**src/rtl/mux_share_arbiter.sv**
```systemverilog
// Round-robin, burst-limited owner of a shared 2:1 select path with a registered output stage.
// Define MUX_SHARE_FIXED_PRIO_EN to give A fixed priority instead.
module mux_share_arbiter #(
  parameter int WIDTH     = 4,
  parameter int MAX_BURST = 4
) (
  input  logic             clk,
  input  logic             rst,
  input  logic             req_a,
  input  logic [0:WIDTH-1] a,
  input  logic             req_b,
  input  logic [0:WIDTH-1] b,
  input  logic             f_ready,
  output logic             gnt_a,
  output logic             gnt_b,
  output logic             sel,
  output logic [0:WIDTH-1] f,
  output logic             f_valid
);

  typedef enum logic [1:0] {
    IDLE  = 2'd0,
    OWN_A = 2'd1,
    OWN_B = 2'd2
  } state_t;

  localparam logic [3:0] BLIM = 4'(MAX_BURST - 1);

  state_t           state_q, state_d;
  logic [3:0]       burst_q, burst_d;
  logic [3:0]       burst_inc;
  logic             last_a_q, last_a_d;
  logic             sel_q;
  logic [0:WIDTH-1] f_q;
  logic             fv_q;
  logic             can_load;
  logic             xfer;

  assign can_load  = !fv_q || f_ready;
  assign gnt_a     = (state_q == OWN_A) && req_a && can_load;
  assign gnt_b     = (state_q == OWN_B) && req_b && can_load;
  assign xfer      = gnt_a || gnt_b;
  assign burst_inc = (burst_q == BLIM) ? burst_q : burst_q + 4'd1;

  assign sel     = sel_q;
  assign f       = f_q;
  assign f_valid = fv_q;

  always_comb begin
    state_d  = state_q;
    burst_d  = burst_q;
    last_a_d = last_a_q;
    unique case (state_q)
      IDLE: begin
        if (req_a && req_b) begin
`ifdef MUX_SHARE_FIXED_PRIO_EN
          state_d = OWN_A;
`else
          state_d = last_a_q ? OWN_B : OWN_A;
`endif
        end else if (req_a) begin
          state_d = OWN_A;
        end else if (req_b) begin
          state_d = OWN_B;
        end
      end
      OWN_A: begin
        // A dropped req (done or withdrawn): hand over or idle
        if (!req_a) begin
          state_d  = req_b ? OWN_B : IDLE;
          burst_d  = 4'd0;
          last_a_d = 1'b1;
        end else if (gnt_a) begin
`ifdef MUX_SHARE_FIXED_PRIO_EN
          burst_d = burst_inc;
`else
          if (burst_q == BLIM && req_b) begin
            state_d  = OWN_B;
            burst_d  = 4'd0;
            last_a_d = 1'b1;
          end else begin
            burst_d = burst_inc;
          end
`endif
        end
      end
      OWN_B: begin
        if (!req_b) begin
          state_d  = req_a ? OWN_A : IDLE;
          burst_d  = 4'd0;
          last_a_d = 1'b0;
        end else if (gnt_b) begin
`ifdef MUX_SHARE_FIXED_PRIO_EN
          if (req_a) begin
            state_d = OWN_A;
            burst_d = 4'd0;
          end else begin
            burst_d = burst_inc;
          end
`else
          if (burst_q == BLIM && req_a) begin
            state_d  = OWN_A;
            burst_d  = 4'd0;
            last_a_d = 1'b0;
          end else begin
            burst_d = burst_inc;
          end
`endif
        end
      end
      default: state_d = IDLE;
    endcase
  end

  always_ff @(posedge clk or posedge rst) begin
    if (rst) begin
      state_q  <= IDLE;
      burst_q  <= 4'd0;
      last_a_q <= 1'b0;
      sel_q    <= 1'b0;
    end else begin
      state_q  <= state_d;
      burst_q  <= burst_d;
      last_a_q <= last_a_d;
      sel_q    <= (state_d == OWN_A);
    end
  end

  // Load and consume in one cycle keeps fv_q high for full throughput
  always_ff @(posedge clk or posedge rst) begin
    if (rst) begin
      f_q  <= '0;
      fv_q <= 1'b0;
    end else if (xfer) begin
      f_q  <= sel_q ? a : b;
      fv_q <= 1'b1;
    end else if (f_ready) begin
      fv_q <= 1'b0;
    end
  end

endmodule

```
**config.mk**
```make
export PLATFORM = sky130hd
export DESIGN_NAME = mux_share_arbiter
export DESIGN_NICKNAME = d
export VERILOG_FILES = /design/src/rtl/mux_share_arbiter.sv
export SDC_FILE = /design/constraint.sdc
export NUM_CORES = 1
export LEC_CHECK = 0
export BUFFER_PORTS_ARGS = -buffer_cell sky130_fd_sc_hd__buf_2
export CELL_PAD_IN_SITES_DETAIL_PLACEMENT = 0
export CELL_PAD_IN_SITES_GLOBAL_PLACEMENT = 1
export CORE_ASPECT_RATIO = 0.7
export CORE_MARGIN = 5
export CORE_UTILIZATION = 34
export CTS_CLUSTER_DIAMETER = 30
export CTS_CLUSTER_SIZE = 25
export DETAILED_ROUTE_END_ITERATION = 12
export PLACE_DENSITY = 0.8
export SETUP_SLACK_MARGIN = 0.15
export SYNTH_ARGS = -nofsm -noshare
export SYNTH_HDL_FRONTEND = slang
export SYNTH_SLANG_ARGS = --single-unit
```
**constraint.sdc**
```tcl
create_clock -name clk -period 1.4 [get_ports clk]
set_input_delay 0.14 -clock clk [delete_from_list [all_inputs] [get_ports clk]]
set_output_delay 0.14 -clock clk [all_outputs]
set_load 0.05 [all_outputs]
```
==> results.yml, run 1 <==
placement:
  buffer_ports.inserted: 20
  place_congestion: 0.821
  post_dp_cell_area_sq_mm: 0.00102
  preCtsSetupSlack_ns: -0.159
  placed_cells: 145
  place_hpwl_mm: 1.54
setup_path:
  worstReg2RegStart: "burst_q[1]$_DFFE_PP0P_"
  critical_path.endpoint_type: "flop"
  rr_worst_depth: 6
  critPathMaxFanout: 7
  criticalPathCategory: "reg -> reg"
  critical_path.n_buffers_inverters: 1
  cp_data_required_time_ns: 1.55
  critical_path.top_delay_family: "flip-flops"
  reg2reg_to: "burst_q[0]$_DFFE_PP0P_"
  cp-start-kind: "flop"
  cpMaxStageDelayCell: "sky130_fd_sc_hd__dfrtp_1"
  timing.critical_path.cells: "ha_2 -> nor3b_4 -> buf_6 -> a31oi_1 -> o22ai_1 -> a21oi_1"
  crit_arrival_ns: 1.69
  cpPeakStageDelay_ns: 0.36
  r2r_setup_slack_ns: -0.14
  timing.critical_path.from: "burst_q[1]$_DFFE_PP0P_"
logic_synthesis:
  cells_after_synth: 86
  net_count_after_synthesis: 100
  synth_top_cells_by_count: "sky130_fd_sc_hd__dfrtp_1 (13), sky130_fd_sc_hd__a21oi_1 (10), sky130_fd_sc_hd__nor2_1 (7), sky130_fd_sc_hd__nand2_1 (6), sky130_fd_sc_hd__mux2i_1 (5)"
  synth.lib_cells_used.distinct: 32
  synth_top_flop_cell: "sky130_fd_sc_hd__dfrtp_1"
  yosys.area.top_type_share: 0.401
  synthesis.area_per_instance_sq_um: 9.44
  yosys.cell_count.top_type: "sky130_fd_sc_hd__dfrtp_1"
  synthTopCellsByArea: "sky130_fd_sc_hd__dfrtp_1 (40%), sky130_fd_sc_hd__a21oi_1 (6.2%), sky130_fd_sc_hd__mux2i_1 (6.2%)"
  async_sr_flop_fraction: 1.00
  syn-cell-area_sq_um: 812
  yosysSeqAreaShare: 0.401
  netlist.top_cell.by_area: "sky130_fd_sc_hd__dfrtp_1"
  postSynthRegisterBits: 13
  synth_enable_flop_cells: 0
  ys.warnings.count: 0
hold_path:
  hold_path_depth: 2
  worstHoldStart: "req_a"
  min_delay_worst_endpoint: "state_q[1]$_DFF_PP0_"
  timing.hold.worst.class: "in -> reg"
sta:
  final.period_utilization: 1.10
  timing.final.hold_violations: 0
  tns_ns: -0.663
  setup_violations: 7
  final_critical_path_setup_slack_ns: -0.140
  time_the_worst_path_needs_with_i_o_delays_and_setup_ns: 1.54
  worstMarginPinSlew_ns: 0.507
  rsz0062_at_grt: "yes"
  fin_worst_skew_ns: 0.00445
  slew_headroom: 0.661
  fmax_ghz: 0.649
  timing.final.max_slew_violations: 0
clock_tree:
  cts.reportedPaths.clkPinSlew_ns: 0.07
  insertion_delay_ns: 0.27
  clock-root-buffer: "sky130_fd_sc_hd__clkbuf_4"
  cts-root-to-sink-buffers: 2
  clock_sink_count: 13
  htreeDepth: 1
  tritoncts_clock_tree: "done"
  total_cts_buffers: 3
pwr:
  leakage_nw: 0.563
  clkPwrFrac: 0.118
  vdd_drop_max_mv: 0.840
  netSwitchingFraction: 0.437
  share_seq_of_total_power: 0.329
  intPower_w: 0.00105
  total_power_w: 0.00186
  power.combinational.fraction: 0.554
  power_per_cell_area_mw_per_mm2: 1610
  total_switching_power_w: 0.000813
cells_and_area:
  total_non_filler_cell_area_in_the_finished_layout_sq_mm: 0.00116
  drive_above_1_share: 0.460
  num_antenna_cells: 0
  flow.area_growth_from_synthesis_pct: 42.4
  stdcell_count: 156
  final_net_count: 139
floorplan:
  floorplan.initialDensity: 0.368
  die_area_sq_mm: 0.00348
  rows: 14
  design.core.area_sq_mm: 0.00221
  num_io_pins: 21
  fp.dieH_microns: 50.9
  floorplan.die.width_microns: 68.4
outcome:
  violations: "negative setup slack"
  status: "finished with violations"
global_routing:
  grt_antenna_before_repair: 0
  grt_pass1_wl_mm: 3.22
  grt_usage: 0.122
  grt_max_degree: 14
  grt_pass1_vias: 688
  grt-ovfl-total: 0
route:
  vias: 745
  detail_route.vias_per_cell: 4.78
  detail_route.iter0.violations: 53
  drt.antenna.violating_nets: 0
  avgRoutedWirePerCell_microns: 12.7
  detailed_route_wl_mm: 1.98
  drc: 0
  drt_first_pass_iters: 4
flow_run:
  maxcap_viol_count: 0
timing repair:
item	CTS	global route
gates resized for setup	10	5
hold buffers	1	0
pin swaps	7	4
gates cloned	0	0
endpoints found under the hold margin	13	0
buffers inserted	3	3
setup endpoints to repair	14	14
logic make-up after synthesis:
| logic type | Yosys count | synth area share |
|---|---|---|
| AO/OA/AOI/OAI | 26 | 0.203 |
| adder cells (fa/ha/maj) | 1 | 0.0154 |
| buffers and inverters | 9 | 0.0709 |
| flip-flops | 13 | 0.401 |
| multiplexers | 5 | 0.0616 |
| AND/OR/NAND/NOR | 32 | 0.248 |
layer usage:
layer	GRT usage	wire, microns	vias up
met4	0.00990	0	0
met3	0.0482	82	0
met5	0	0	-
met1	0.174	959	346
met2	0.181	934	9
li1	-	-	390
placed cells by master, fill, tap and decap left out, drive strengths merged:
cell type	instances
buf	38
dfrtp	13
a21oi	11
nor2	7
nand2	6
mux2i	5
inv	4
o21ai	4
clkbuf	4
nand3b	3
nand2b	3
and3b	2
a31oi	2
o22ai	2
and3	2
nor3	2
a211o	2
nand3	2
nor3b	1
o22a	1
or3	1
and2b	1
a21boi	1
a32o	1
nor2b	1
a221oi	1
or2	1
a22o	1
ha	1
dlygate4sd3	1
through the flow:
step | hold WS [ns] | util
after global routing | 0.108 | 0.524
after detailed placement | 0.190 | 0.464
final | 0.117 | 0.524
after CTS | 0.109 | 0.503
after floorplan | 0.0168 | -
after global placement | 0.193 | 0.464
registers in the layout, summed over array words and instances (netlist names):
signal,cells
f_valid,1
state_q,2
f,4
burst_q,4
last_a_q,1
sel,1
final cells by class:
type,count,area (sq um)
fillers,227,1050
multi-input cells,64,469
flip-flops and latches,13,329
repair buffers,39,277
well taps,32,40.0
clock buffers,4,26.3
inverters,4,15.0
power groups by stage:
| stage | Combinational (W) | Sequential (W) | Clock [W] |
|---|---|---|---|
| 3_5_place_dp | 0.000929 | 0.000621 | 0 |
| 5_1_grt | 0.00111 | 0.000630 | 0.000254 |
| 3_3_place_gp | 0.000917 | 0.000613 | 0 |
| 4_1_cts | 0.000973 | 0.000614 | 0.000233 |
| 6_report | 0.00103 | 0.000611 | 0.000219 |
| 2_1_floorplan | 0.000427 | 0.000846 | 0 |
how the worst max path moves through the flow:
stage | to | slack, ns | depth (start not counted)
floorplan | burst_q[0]$_DFFE_PP0P_ | -0.04 | 4
global placement | sel$_DFF_PP0_ | -0.06 | 5
detailed placement | burst_q[1]$_DFFE_PP0P_ | -0.16 | 6
CTS | burst_q[0]$_DFFE_PP0P_ | -0.15 | 6
global route | burst_q[0]$_DFFE_PP0P_ | -0.24 | 6
finish | burst_q[0]$_DFFE_PP0P_ | -0.14 | 6
worst register-to-register path, cell delays in order (launching register included):
cell and delay (ns):
sky130_fd_sc_hd__dfrtp_1 0.36, sky130_fd_sc_hd__ha_2 0.19, sky130_fd_sc_hd__nor3b_4 0.35, sky130_fd_sc_hd__buf_6 0.16, sky130_fd_sc_hd__a31oi_1 0.06, sky130_fd_sc_hd__o22ai_1 0.24
sky130_fd_sc_hd__a21oi_1 0.06
Note: power is estimated with default switching activity, not from simulation.
==> run 2: changes to the inputs <==
CELL_PAD_IN_SITES_DETAIL_PLACEMENT = 2   (was 0)
CELL_PAD_IN_SITES_GLOBAL_PLACEMENT = 2   (was 1)
CORE_UTILIZATION = 27   (was 34)
GPL_TIMING_DRIVEN = 0   (was not set)
PLACE_DENSITY = 0.79   (was 0.8)
==> results.yml, run 2 (synthesized netlist as in run 1, its figures left out) <==
placement:
  place_congestion: 0.743
  place_hpwl_mm: 1.87
  buffer_ports.inserted: 18
  placed_cells: 140
cells_and_area:
  mostFrequentLayoutCells: "sky130_fd_sc_hd__buf_2 (16), sky130_fd_sc_hd__buf_4 (13), sky130_fd_sc_hd__dfrtp_1 (11)"
  num_antenna_cells: 0
  layout_commonest_cell: "sky130_fd_sc_hd__buf_2"
  stdcell_count: 159
  drive_above_1_share: 0.472
  flow.area_growth_from_synthesis_pct: 49.0
  final_net_count: 138
pwr:
  leakage_nw: 0.569
  clkPwrFrac: 0.166
  power.combinational.fraction: 0.534
  netSwitchingFraction: 0.441
  vdd_drop_max_mv: 0.693
  share_seq_of_total_power: 0.300
  total_switching_power_w: 0.000894
  intPower_w: 0.00113
  power_per_cell_area_mw_per_mm2: 1680
sta:
  tns_ns: -0.746
  rsz0062_at_grt: "yes"
  final_critical_path_setup_slack_ns: -0.119
  timing.final.max_slew_violations: 0
  final.period_utilization: 1.08
  worstMarginPinSlew_ns: 0.546
  fmax_ghz: 0.658
  setup_violations: 12
  slew_headroom: 0.636
  time_the_worst_path_needs_with_i_o_delays_and_setup_ns: 1.52
  timing.final.hold_violations: 0
  fin_worst_skew_ns: 0.00293
hold_path:
  timing.hold.worst.class: "in -> reg"
route:
  avgRoutedWirePerCell_microns: 17.2
  detail_route.vias_per_cell: 5.01
  detail_route.iter0.violations: 17
  drc: 0
  detailed_route_wl_mm: 2.74
  vias: 797
  drt_first_pass_iters: 3
  drt.antenna.violating_nets: 0
global_routing:
  grt_usage: 0.141
  grt_antenna_before_repair: 0
  grt_pass1_vias: 927
  grt_max_degree: 14
  grt_pass1_wl_mm: 4.49
  grt-ovfl-total: 0
outcome:
  status: "finished with violations"
  violations: "negative setup slack"
setup_path:
  critical_path.endpoint_type: "flop"
  cpMaxStageDelayCell: "sky130_fd_sc_hd__dfrtp_1"
  cpPeakStageDelay_ns: 0.38
  cp_data_required_time_ns: 1.56
  crit_arrival_ns: 1.68
  critPathMaxFanout: 5
  criticalPathCategory: "reg -> reg"
  timing.critical_path.cells: "ha_2 -> nor3b_4 -> buf_4 -> and3_1 -> a211o_1 -> a21oi_1"
  cp-start-kind: "flop"
floorplan:
  die_area_sq_mm: 0.00422
  floorplan.initialDensity: 0.286
  design.core.area_sq_mm: 0.00284
  fp.dieH_microns: 55.9
  num_io_pins: 21
  rows: 16
  floorplan.die.width_microns: 75.5
clock_tree:
  cts.reportedPaths.clkPinSlew_ns: 0.06
  cts-root-to-sink-buffers: 2
  insertion_delay_ns: 0.24
  tritoncts_clock_tree: "done"
  htreeDepth: 1
  clock-root-buffer: "sky130_fd_sc_hd__clkbuf_8"
  total_cts_buffers: 3
  clock_sink_count: 13
flow_run:
  maxcap_viol_count: 0
## run 2: cell count changes in the layout (fill, tap and decap cells not counted), moves of 2 or more
cell                       delta
sky130_fd_sc_hd__a21oi_1      -2
sky130_fd_sc_hd__buf_2        -2
sky130_fd_sc_hd__a21oi_2      +2
sky130_fd_sc_hd__clkbuf_4     -3
sky130_fd_sc_hd__clkbuf_8     +3
## run 2: per-stage QoR
step	hold slack, ns	setup WS [ns]	power (W)	area, sq um	utilization
after floorplan	0.0168	-0.0442	0.00127	837	-
after global placement	0.201	-0.262	0.00145	972	0.342
after detailed placement	0.223	-0.322	0.00150	972	0.342
after CTS	0.0979	-0.132	0.00199	1160	0.409
after global routing	0.109	-0.197	0.00216	1210	0.426
final	0.109	-0.119	0.00203	1210	0.426
## run 2: final cells by class
| class | instances | area, sq um |
|---|---|---|
| fill | 327 | 1630 |
| multi-input combinational | 64 | 503 |
| sequential | 13 | 328 |
| timing repair buffer | 33 | 225 |
| buffer | 5 | 48.8 |
| clock buffer | 4 | 45.0 |
| tap | 36 | 45.0 |
| inverter | 4 | 15.0 |
## run 2: critical path, delay by kind of cell (launching register included)
family,cells,cell delay [ns]
AND/OR/NAND/NOR,2,0.32
adder cells (fa/ha/maj),1,0.20
flip-flops,1,0.38
AO/OA/AOI/OAI,2,0.39
buffers and inverters,1,0.14
## run 2: path summary, 6_finish.rpt
kind / slack [ns] / start / end / cells after the start
worst min register to register: 0.54 / f[0]$_DFFE_PP0P_ / f[0]$_DFFE_PP0P_ / 2
worst max-delay path: -0.12 / burst_q[1]$_DFFE_PP0P_ / sel$_DFF_PP0_ / 6
max in group asynchronous: 0.52 / rst / sel$_DFF_PP0_ / 3
worst min-delay path: 0.11 / req_a / state_q[1]$_DFF_PP0_ / 2
min in group asynchronous: 0.48 / rst / burst_q[3]$_DFFE_PP0P_ / 3
worst max register to register: -0.12 / burst_q[1]$_DFFE_PP0P_ / sel$_DFF_PP0_ / 6
## run 2: routing by layer
| layer | track usage | up-vias | part of all wire |
|---|---|---|---|
| li1 | - | 386 | - |
| met1 | 0.153 | 402 | 0.40 |
| met2 | 0.266 | 7 | 0.57 |
| met3 | 0.0487 | 2 | 0.027 |
| met4 | 0.0150 | 0 | 0.0036 |
| met5 | 0 | - | 0 |
## run 2: power groups by stage
stage / registers (W) / logic [W] / clock network, W
2_1_floorplan: 0.000846 / 0.000427 / 0
3_3_place_gp: 0.000604 / 0.000842 / 0
3_5_place_dp: 0.000618 / 0.000883 / 0
4_1_cts: 0.000607 / 0.00103 / 0.000353
5_1_grt: 0.000628 / 0.00116 / 0.000369
6_report: 0.000608 / 0.00108 / 0.000338
## run 2: what timing repair did
action                                 CTS  global route
gates cloned                             0             0
endpoints found under the hold margin   13             0
buffers inserted                        12             2
gates resized for setup                 12             5
hold buffers                             1             0
setup endpoints to repair               14            14
pin swaps                               14             6
==> run 3: changes to the inputs <==
CORE_UTILIZATION = 30   (was 27)
PLACE_DENSITY = 0.83   (was 0.79)
clock period = 1.45 ns   (was 1.4 ns; I/O delays follow)
==> results.yml, run 3 (synthesized netlist as in run 1, its figures left out) <==
sta:
  rsz0062_at_grt: "yes"
  final.hold.worst_slack_ns: 0.111
  setup_violations: 14
  slew_headroom: 0.621
  timing.final.hold_violations: 0
  timing.final.max_slew_violations: 0
  fmax_ghz: 0.632
  time_the_worst_path_needs_with_i_o_delays_and_setup_ns: 1.58
  final.period_utilization: 1.09
  final_critical_path_setup_slack_ns: -0.132
  worstMarginPinSlew_ns: 0.568
  fin_worst_skew_ns: 0.00603
setup_path:
  cpMaxStageDelayCell: "sky130_fd_sc_hd__dfrtp_1"
  criticalPathCategory: "reg -> reg"
  critPathMaxFanout: 7
  cp-start-kind: "flop"
  crit_arrival_ns: 1.71
  cp_data_required_time_ns: 1.58
  rr_worst_depth: 5
  critical_path.endpoint_type: "flop"
  cpPeakStageDelay_ns: 0.39
  timing.critical_path.cells: "buf_6 -> nand3b_1 -> a21boi_1 -> nor2_1 -> a32o_1"
cells_and_area:
  final_net_count: 149
  fillCellCount: 275
  flow.area_growth_from_synthesis_pct: 59.5
  layout_commonest_cell: "sky130_fd_sc_hd__buf_4"
  mostFrequentLayoutCells: "sky130_fd_sc_hd__buf_4 (24), sky130_fd_sc_hd__buf_2 (16), sky130_fd_sc_hd__dfrtp_1 (12)"
  drive_above_1_share: 0.537
  num_antenna_cells: 0
  final_core_utilization: 0.511
route:
  topRoutingLayerUsed: "met4"
  dr_wl_met2_mm: 2.09
  drt_first_pass_iters: 4
  avgRoutedWirePerCell_microns: 22.7
  met1Wirelength_mm: 1.58
  met3_wirelength_microns: 106
  drc: 0
  detail_route.iter0.violations: 10
  vias: 882
  detail_route.vias_per_cell: 5.25
  detailed_route_wl_mm: 3.82
  drt.antenna.violating_nets: 0
global_routing:
  grt-ovfl-total: 0
  grt_usage: 0.176
  grt_pass1_wl_mm: 5.00
  grt_max_degree: 14
  grt_antenna_before_repair: 0
  grt_pass1_vias: 984
pwr:
  power_per_cell_area_mw_per_mm2: 1640
  leakage_nw: 0.617
  vdd_drop_max_mv: 0.628
clock_tree:
  htreeDepth: 1
  total_cts_buffers: 3
  clock-root-buffer: "sky130_fd_sc_hd__clkbuf_8"
  insertion_delay_ns: 0.25
  cts.reportedPaths.clkPinSlew_ns: 0.06
  clock_sink_count: 13
  cts-root-to-sink-buffers: 2
  tritoncts_clock_tree: "done"
floorplan:
  design.core.area_sq_mm: 0.00253
  num_io_pins: 21
  die_area_sq_mm: 0.00386
  floorplan.die.width_microns: 72.2
  rows: 15
  fp.dieH_microns: 53.5
  floorplan.initialDensity: 0.320
hold_path:
  hold_path_depth: 2
  timing.hold.worst.class: "in -> reg"
outcome:
  violations: "negative setup slack"
  status: "finished with violations"
placement:
  place_congestion: 0.750
  preCtsSetupSlack_ns: -0.284
  buffer_ports.inserted: 18
  place_hpwl_mm: 1.89
flow_run:
  maxcap_viol_count: 0
-- run 3: cell count changes in the layout (fill, tap and decap cells not counted), moves of 2 or more --
cell,before,now
sky130_fd_sc_hd__and3_1,2,0
sky130_fd_sc_hd__and3_4,0,2
sky130_fd_sc_hd__buf_4,13,24
sky130_fd_sc_hd__o21ai_0,4,2
sky130_fd_sc_hd__o21ai_1,0,2
sky130_fd_sc_hd__o22ai_2,0,2
-- run 3: final cells by class --
class	instances	area, sq um	area share
Multi-Input combinational cell	64	513	0.396
Sequential cell	13	327	0.252
Timing Repair Buffer	44	304	0.235
Buffer	5	48.8	0.0377
Clock buffer	4	45.0	0.0348
Tap cell	34	42.5	0.0329
Inverter	4	15.0	0.0116
-- run 3: critical path: cells and delay by family (launching register included) --
family / cells / cell delay [ns]
flops: 1 / 0.39
compound gates: 2 / 0.58
buf+inv: 1 / 0.14
simple gates: 2 / 0.34
-- run 3: path summary, 6_finish.rpt --
path / from / to / slack (ns)
hold reg to reg: f[1]$_DFFE_PP0P_ / f[1]$_DFFE_PP0P_ / 0.55
setup / recovery: state_q[1]$_DFF_PP0_ / burst_q[2]$_DFFE_PP0P_ / -0.13
max in group asynchronous: rst / f_valid$_DFFE_PP0P_ / 0.55
hold / removal: req_a / state_q[1]$_DFF_PP0_ / 0.11
min in group asynchronous: rst / sel$_DFF_PP0_ / 0.49
setup reg to reg: state_q[1]$_DFF_PP0_ / burst_q[2]$_DFFE_PP0P_ / -0.13
-- run 3: power breakdown --
group | internal [W] | switching (W)
Sequential | 0.000490 | 0.000103
Clock | 0.000195 | 0.000147
Combinational | 0.000477 | 0.000710
Total | 0.00116 | 0.000961
-- run 3: routing by layer --
layer  vias up  track usage
met5         -            0
met4         0       0.0500
met3         4       0.0429
met2        20        0.346
met1       452        0.189
li1        406            -
-- run 3: metrics by stage --
step / setup TNS, ns / std cells / total power, W / area [sq um]
final: -1.00 / 168 / 0.00212 / 1290
after detailed placement: -1.40 / 138 / 0.00143 / 958
after floorplan: 0 / 86 / 0.00122 / 826
after CTS: -0.236 / 160 / 0.00196 / 1200
after global placement: -0.984 / 138 / 0.00139 / 958
after global routing: -2.00 / 168 / 0.00224 / 1290
-- run 3: timing repair --
action	4_1_cts	5_1_grt
hold endpoints to repair	13	0
hold buffers	1	0
resized for setup	15	8
setup buffers	17	8
endpoints found under the setup margin	14	14
pin swaps	10	10
